==> config.mk <==
export PLATFORM = sky130hd
export DESIGN_NAME = nonce_result_scanner
export DESIGN_NICKNAME = d
export VERILOG_FILES = /design/src/rtl/nonce_result_scanner_pkg.sv /design/src/rtl/nonce_min_tracker.sv /design/src/rtl/nonce_result_scanner.sv
export SDC_FILE = /design/constraint.sdc
export NUM_CORES = 1
export LEC_CHECK = 0
export ABC_AREA = 1
export CORE_MARGIN = 1
export CORE_UTILIZATION = 55
export CTS_CLUSTER_DIAMETER = 50
export CTS_CLUSTER_SIZE = 16
export DETAILED_ROUTE_END_ITERATION = 10
export PLACE_DENSITY_LB_ADDON = 0.1
export SYNTH_ARGS = -nofsm -noshare
export SYNTH_HDL_FRONTEND = slang
export SYNTH_HIERARCHICAL = 1
export SYNTH_SLANG_ARGS = --single-unit
==> constraint.sdc <==
create_clock -name clk -period 3.59 [get_ports clk]
set_clock_uncertainty 0.15 [all_clocks]
set_input_delay 0.718 -clock clk [delete_from_list [all_inputs] [get_ports clk]]
set_output_delay 0.718 -clock clk [all_outputs]
set_load 0.02 [all_outputs]
==> src/rtl/nonce_result_scanner_pkg.sv <==
// rtl/nonce_result_scanner_pkg.sv - shared types and constants for the nonce result scanner
//
// Purpose: FSM state encoding, default scan length, running-min seed value
//          and the result-record word-1 packing helper.
// Ports:   none (package).

package nonce_result_scanner_pkg;

  typedef enum logic [2:0] {
    ST_IDLE  = 3'd0,
    ST_PRIME = 3'd1,
    ST_SCAN  = 3'd2,
    ST_WR0   = 3'd3,
    ST_WR1   = 3'd4,
    ST_FIN   = 3'd5
  } state_e;

  localparam int          NUM_NONCES_DEFAULT = 16;
  localparam logic [31:0] MIN_INIT           = 32'hFFFF_FFFF;

  // Second record word: hit flag in bit 31, winning index in the low byte.
  function automatic logic [31:0] pack_record1(input logic hit, input logic [7:0] best);
    return {hit, 23'b0, best};
  endfunction

endpackage

==> src/rtl/nonce_min_tracker.sv <==
// rtl/nonce_min_tracker.sv - registered running minimum with index and hit flag
//
// Purpose: tracks the smallest word seen since the last clear, the index at
//          which it was first seen, and whether any word was below target.
// Ports:   clk, reset_n      clock, async active-low reset
//          clear_i           reseed min/best/hit (has priority over valid_i)
//          valid_i           word_i/idx_i carry a word to fold in this cycle
//          word_i, idx_i     candidate word and its nonce index
//          target_i          unsigned threshold for the hit flag
//          min_o, best_o     running minimum and its index
//          hit_o             sticky: some word was strictly below target

module nonce_min_tracker
  import nonce_result_scanner_pkg::*;
(
  input  logic        clk,
  input  logic        reset_n,
  input  logic        clear_i,
  input  logic        valid_i,
  input  logic [31:0] word_i,
  input  logic [7:0]  idx_i,
  input  logic [31:0] target_i,
  output logic [31:0] min_o,
  output logic [7:0]  best_o,
  output logic        hit_o
);

  logic [31:0] min_q, min_d;
  logic [7:0]  best_q, best_d;
  logic        hit_q, hit_d;

  always_comb begin
    min_d  = min_q;
    best_d = best_q;
    hit_d  = hit_q;
    if (clear_i) begin
      min_d  = MIN_INIT;
      best_d = 8'd0;
      hit_d  = 1'b0;
    end else if (valid_i) begin
      // Strictly-less keeps the earliest index on ties.
      if (word_i < min_q) begin
        min_d  = word_i;
        best_d = idx_i;
      end
      if (word_i < target_i) begin
        hit_d = 1'b1;
      end
    end
  end

  always_ff @(posedge clk or negedge reset_n) begin
    if (!reset_n) begin
      min_q  <= MIN_INIT;
      best_q <= 8'd0;
      hit_q  <= 1'b0;
    end else begin
      min_q  <= min_d;
      best_q <= best_d;
      hit_q  <= hit_d;
    end
  end

  assign min_o  = min_q;
  assign best_o = best_q;
  assign hit_o  = hit_q;

endmodule

==> src/rtl/nonce_result_scanner.sv <==
// rtl/nonce_result_scanner.sv - scans per-nonce hash words for the minimum and writes a result record
//
// Purpose: reads NUM_NONCES consecutive words from a synchronous memory,
//          finds the smallest (lowest index on ties) and whether any is
//          below target, writes a 2-word record, then pulses done.
// Ports:   clk, reset_n                 clock, async active-low reset
//          start                        scan request, sampled only in IDLE
//          hash_addr, result_addr       word-0 address, record base address
//          target                       unsigned hit threshold
//          busy, done                   in-progress level, completion pulse
//          found, best_nonce, min_hash  results of the last completed scan
//          mem_clk, mem_we, mem_addr,
//          mem_write_data, mem_read_data  synchronous memory port

module nonce_result_scanner
  import nonce_result_scanner_pkg::*;
#(
  parameter int NUM_NONCES = NUM_NONCES_DEFAULT
) (
  input  logic        clk,
  input  logic        reset_n,
  input  logic        start,
  input  logic [15:0] hash_addr,
  input  logic [15:0] result_addr,
  input  logic [31:0] target,
  output logic        busy,
  output logic        done,
  output logic        found,
  output logic [7:0]  best_nonce,
  output logic [31:0] min_hash,
  output logic        mem_clk,
  output logic        mem_we,
  output logic [15:0] mem_addr,
  output logic [31:0] mem_write_data,
  input  logic [31:0] mem_read_data
);

  localparam logic [7:0] LAST_IDX  = 8'(NUM_NONCES - 1);
  localparam logic [8:0] REQ_LIMIT = 9'(NUM_NONCES);

  state_e      state_q, state_d;
  logic [7:0]  idx_q, idx_d;
  logic [15:0] result_addr_q, result_addr_d;
  logic [31:0] target_q, target_d;
  logic        mem_we_q, mem_we_d;
  logic [15:0] mem_addr_q, mem_addr_d;
  logic [31:0] mem_wdata_q, mem_wdata_d;
  logic        done_q, done_d;
  logic        found_q, found_d;
  logic [7:0]  best_q, best_d;
  logic [31:0] min_q, min_d;

  logic        accept;
  logic [31:0] trk_min;
  logic [7:0]  trk_best;
  logic        trk_hit;

  assign accept = (state_q == ST_IDLE) && start;

  nonce_min_tracker u_tracker (
    .clk      (clk),
    .reset_n  (reset_n),
    .clear_i  (accept),
    .valid_i  (state_q == ST_SCAN),
    .word_i   (mem_read_data),
    .idx_i    (idx_q),
    .target_i (target_q),
    .min_o    (trk_min),
    .best_o   (trk_best),
    .hit_o    (trk_hit)
  );

  always_comb begin
    state_d       = state_q;
    idx_d         = idx_q;
    result_addr_d = result_addr_q;
    target_d      = target_q;
    mem_we_d      = mem_we_q;
    mem_addr_d    = mem_addr_q;
    mem_wdata_d   = mem_wdata_q;
    done_d        = 1'b0;
    found_d       = found_q;
    best_d        = best_q;
    min_d         = min_q;

    case (state_q)
      ST_IDLE: begin
        if (start) begin
          result_addr_d = result_addr;
          target_d      = target;
          mem_addr_d    = hash_addr;
          mem_we_d      = 1'b0;
          idx_d         = 8'd0;
          found_d       = 1'b0;
          state_d       = ST_PRIME;
        end
      end
      ST_PRIME: begin
        // Word 0 address is already with the memory; queue word 1.
        mem_addr_d = mem_addr_q + 16'd1;
        state_d    = ST_SCAN;
      end
      ST_SCAN: begin
        idx_d = idx_q + 8'd1;
        // Two requests are always in flight ahead of the word being consumed.
        if (({1'b0, idx_q} + 9'd2) < REQ_LIMIT) begin
          mem_addr_d = mem_addr_q + 16'd1;
        end
        if (idx_q == LAST_IDX) begin
          state_d = ST_WR0;
        end
      end
      ST_WR0: begin
        mem_we_d    = 1'b1;
        mem_addr_d  = result_addr_q;
        mem_wdata_d = trk_min;
        state_d     = ST_WR1;
      end
      ST_WR1: begin
        mem_addr_d  = result_addr_q + 16'd1;
        mem_wdata_d = pack_record1(trk_hit, trk_best);
        state_d     = ST_FIN;
      end
      ST_FIN: begin
        mem_we_d = 1'b0;
        done_d   = 1'b1;
        found_d  = trk_hit;
        best_d   = trk_best;
        min_d    = trk_min;
        state_d  = ST_IDLE;
      end
      default: begin
        state_d  = ST_IDLE;
        mem_we_d = 1'b0;
      end
    endcase
  end

  always_ff @(posedge clk or negedge reset_n) begin
    if (!reset_n) begin
      state_q       <= ST_IDLE;
      idx_q         <= 8'd0;
      result_addr_q <= 16'd0;
      target_q      <= 32'd0;
      mem_we_q      <= 1'b0;
      mem_addr_q    <= 16'd0;
      mem_wdata_q   <= 32'd0;
      done_q        <= 1'b0;
      found_q       <= 1'b0;
      best_q        <= 8'd0;
      min_q         <= MIN_INIT;
    end else begin
      state_q       <= state_d;
      idx_q         <= idx_d;
      result_addr_q <= result_addr_d;
      target_q      <= target_d;
      mem_we_q      <= mem_we_d;
      mem_addr_q    <= mem_addr_d;
      mem_wdata_q   <= mem_wdata_d;
      done_q        <= done_d;
      found_q       <= found_d;
      best_q        <= best_d;
      min_q         <= min_d;
    end
  end

  assign busy           = (state_q != ST_IDLE);
  assign done           = done_q;
  assign found          = found_q;
  assign best_nonce     = best_q;
  assign min_hash       = min_q;
  assign mem_clk        = clk;
  assign mem_we         = mem_we_q;
  assign mem_addr       = mem_addr_q;
  assign mem_write_data = mem_wdata_q;

endmodule

==> results.md <==
* Clock network fraction of total power at between 15 and 20%
* Clock-pin slew on the worst setup and hold paths at 0.08 ns
* Distinct cell type count of the synthesized netlist at 40
* Net Sw Frac at between 40% and 50%
* Global-route usage over all layers at between 20 and 30%
* # rows at 49
* Wire length of the first global-routing pass at 44,170 µm
* Core area at ~18,000 µm²
* Number of synthesized register bits at around 190
* Gate Count Post-Synth at ~1,300
* Antenna cell count at 0
* Total number of nets in the final design at about 1,600
* HPWL reported at the end of detailed placement at ~19,000 µm
* Internal Pwr Total at roughly 7000 µW
* Final hold violations at 0
* Post-CTS setup buffer count at 0
* Arrival time at the worst endpoint at about 2.6 ns
* Non-filler cells, final at ~1,700
* Total number of yosys warnings at 6
* Kind of end point of the critical path: primary output
* Worst flop-to-flop path startpoint: u_tracker/min_o[31]$_DFFE_PN1P_
* Die W at around 140 µm
* Worst slew slack as a fraction of its limit at 34.11%
* Setup repair after global routing missed its margin: false
* Residual DRC count at 0
* Mapped Area at approximately 10,000 µm²
* Number of endpoints failing setup at the final stage at 0
* Core utilization of the finished layout at between 70 and 80%
* Post-route antenna net violation count at 0
* Power density cells at 944.9 nW/µm²
* Worst supply voltage drop on vdd at 0.6480 mV
* Critical Path Sink: mem_clk
* Clock tree from TritonCTS: yes
* Number of hold buffers added after CTS at 0
* Largest fanout on the critical path at 2
* Average wire per cell in the routed design at between 15 and 20 µm
* Count of boundary I/O pins at between 150 and 200
* Result of the run: complete, no violations
* Worst path bufs/invs at 3
* Initial detailed-routing violation count at just over 800
* Setup TNS at 0 ns
* Final design instance area without fill at ~13,000 µm²
* Biggest cell delay along the critical path at ~0.52 ns
* Register-to-register path setup slack at a little over 0.8 ns
* Worst min-delay path class: in -> async
* DRT Wirelength at between 20,000 and 30,000 µm
* Sw power at around 5400 µW
* Net count after synthesis at about 1,500
* Critical setup path kind: clk -> out
* Worst slew pin tran at slightly below 1 ns
* Reported max-cap violation count at 0
* Share of the yosys chip area belonging to registers at 46.78%
* Vias in the first global route at 8,615
* Port bufs at 191
* Final estimated routing congestion in global placement at ~0.9
* Kind of cell with the highest combined delay on the critical path: buffers and inverters
* Insertion delay of the later-clocked pin in the worst-skew pair at 0.55 ns
* Mean post-synth cell area at between 7 and 8 µm²
* Master of the slowest instance on the critical path: sky130_fd_sc_hd__clkdlybuf4s50_1
* Cell occurring most often along the worst timing path: sky130_fd_sc_hd__clkbuf_16
* Sequential group share of total power at 33.5%
* Overall die area at 19,440 µm²
* Routed vias at roughly 9,400
* Final Max Slew Viols at 0
* Initial antenna violation count at 0
* Fraction of layout instances using a drive strength above 1 at a little under an eighth
* Largest net degree at the start of global routing at 90
* Placed cell count at 1,694
* Cts repair resizes at 0
* Layout overhead on the synthesized area at 26.58%
* Element type at the critical path start: clock port
* Number of gates on the worst path with buffers counted at 3
* Required @ worst endpoint at 2.72 ns
* Starting density of the core at a little under three fifths
* RR Endpoint: u_tracker/min_o[20]$_DFFE_PN1P_
* Crit path cell chain: clkbuf_16 -> clkbuf_16 -> clkdlybuf4s50_1
* R2R cell count at 11
* Comb power frac at about half
* Detailed Routing Iterations Pass 1 at 5
* LEAKAGE at 0.006545 µW
* Die height at 139.4 µm
* GR Overflow Total at 0
* Via density per instance at between 5 and 6
* Placed instance area at around 12,000 µm²
* Start point of the critical path: clk
-- state kept, by name, indices dropped and copies added, names as in the netlist --
signal	cells
result_addr_q	16
u_tracker/best_o	8
mem_addr	16
target_q	32
min_hash	32
idx_q	8
mem_write_data	32
u_tracker/hit_o	1
best_nonce	8
found	1
state_q	3
done	1
mem_we	1
u_tracker/min_o	32
-- layout by cell type, fill, tap and decap left out, types with 5 or more instances in the layout --
| cell type | n |
|---|---|
| sky130_fd_sc_hd__buf_4 | 14 |
| sky130_fd_sc_hd__inv_1 | 138 |
| sky130_fd_sc_hd__o21ai_0 | 95 |
| sky130_fd_sc_hd__nand3_1 | 129 |
| sky130_fd_sc_hd__clkbuf_16 | 20 |
| sky130_fd_sc_hd__nor2_1 | 60 |
| sky130_fd_sc_hd__ha_1 | 63 |
| sky130_fd_sc_hd__dfstp_2 | 64 |
| sky130_fd_sc_hd__dfrtp_1 | 127 |
| sky130_fd_sc_hd__inv_2 | 6 |
| sky130_fd_sc_hd__clkdlybuf4s50_1 | 190 |
| sky130_fd_sc_hd__nand4_1 | 14 |
| sky130_fd_sc_hd__a21oi_1 | 63 |
| sky130_fd_sc_hd__a22oi_1 | 6 |
| sky130_fd_sc_hd__a31oi_1 | 5 |
| sky130_fd_sc_hd__or2_2 | 32 |
| sky130_fd_sc_hd__nand2_1 | 417 |
-- synthesized netlist by cell type, drive strengths merged --
| master | count | share of area (%) |
|---|---|---|
| a22oi | 6 | 0.43 |
| dfstp | 64 | 16 |
| inv | 144 | 5.2 |
| nor4 | 1 | 0.12 |
| a21boi | 1 | 0.072 |
| dfrtp | 127 | 31 |
| buf | 31 | 1.8 |
| o21bai | 3 | 0.22 |
| a21oi | 63 | 3.0 |
| o2111a | 1 | 0.11 |
| a31oi | 5 | 0.30 |
| o21ai | 97 | 4.7 |
| o31a | 1 | 0.084 |
| o21a | 2 | 0.14 |
| nor2 | 67 | 2.8 |
| ha | 63 | 7.6 |
| nand4 | 14 | 0.84 |
| nor3 | 6 | 0.34 |
| clkbuf | 29 | 1.0 |
| a221oi | 1 | 0.084 |
| o22ai | 2 | 0.12 |
| nand2 | 422 | 16 |
| nand3 | 132 | 6.5 |
| or2 | 32 | 1.9 |
| nor3b | 1 | 0.072 |
| nand3b | 1 | 0.072 |
| and3 | 1 | 0.060 |
| xor2 | 1 | 0.084 |
-- layer usage --
metal	global-route usage (%)	vias to the layer above	part of all wire, %
met5	0	-	0
met4	8.830	0	1.5
met3	5.471	30	6.7
met2	43.96	342	45
met1	41.08	4396	46
li1	-	4585	-
-- power by group through the flow --
stage	logic [µW]	clock network, µW	registers, µW
3_5_place_dp	6020	37.4	4170
3_3_place_gp	5850	37.4	4140
2_1_floorplan	3560	32.5	4490
5_1_grt	6790	2320	4270
6_report	6060	2200	4160
4_1_cts	6060	2240	4140
-- stage by stage --
stage | worst slack (ns) | hold slack [ns] | total power (µW)
2_1_floorplan | 0.7930 | 0.2724 | 8085
3_3_place_gp | 0.3614 | 0.3035 | 10030
3_5_place_dp | 0.3283 | 0.3075 | 10230
4_1_cts | 0.1503 | 0.09310 | 12430
5_1_grt | 0.1416 | 0.1069 | 13380
6_report | 0.1571 | 0.04756 | 12430
-- cell families after synthesis --
logic type,Yosys count,synth area share [%]
AO/OA/AOI/OAI,182,9.274
AND/OR/NAND/NOR,677,28.24
adder cells (fa/ha/maj),63,7.588
XOR/XNOR,1,0.08432
flip-flops,191,46.78
buffers and inverters,204,8.033
-- worst min-delay path by stage --
stage | start | end | slack [ns] | depth (start not counted)
after detailed placement | min_hash[31]$_DFFE_PN1P_ | min_hash[31]$_DFFE_PN1P_ | 0.31 | 2
after global routing | reset_n | mem_write_data[22]$_DFFE_PN0P_ | 0.11 | 1
after CTS | reset_n | mem_write_data[21]$_DFFE_PN0P_ | 0.09 | 1
final | reset_n | mem_write_data[22]$_DFFE_PN0P_ | 0.05 | 1
after floorplan | reset_n | best_nonce[0]$_DFFE_PN0P_ | 0.27 | 0
after global placement | target_q[6]$_DFFE_PN0P_ | target_q[6]$_DFFE_PN0P_ | 0.30 | 2
-- worst reg2reg max path: stages (launching register included) --
cell	delay (ns)
sky130_fd_sc_hd__dfstp_2	0.59
sky130_fd_sc_hd__inv_1	0.07
sky130_fd_sc_hd__ha_1	0.29
sky130_fd_sc_hd__nand2_1	0.08
sky130_fd_sc_hd__nor2_1	0.19
sky130_fd_sc_hd__nand2_1	0.12
sky130_fd_sc_hd__nor4_2	0.25
sky130_fd_sc_hd__nand2_2	0.20
sky130_fd_sc_hd__nand2_4	0.24
sky130_fd_sc_hd__buf_4	0.31
sky130_fd_sc_hd__nand3_1	0.13
sky130_fd_sc_hd__nand2_1	0.09
-- area by class of cell --
class | count | area (µm²)
fill | 1447 | 5059
timing repair buffer | 206 | 2051
clock inverter | 15 | 195.2
inverter | 144 | 540.5
sequential | 191 | 4860
clock buffer | 21 | 510.5
multi-input combinational | 923 | 4707
tap | 229 | 286.5
(Power assumes the default switching activity.)
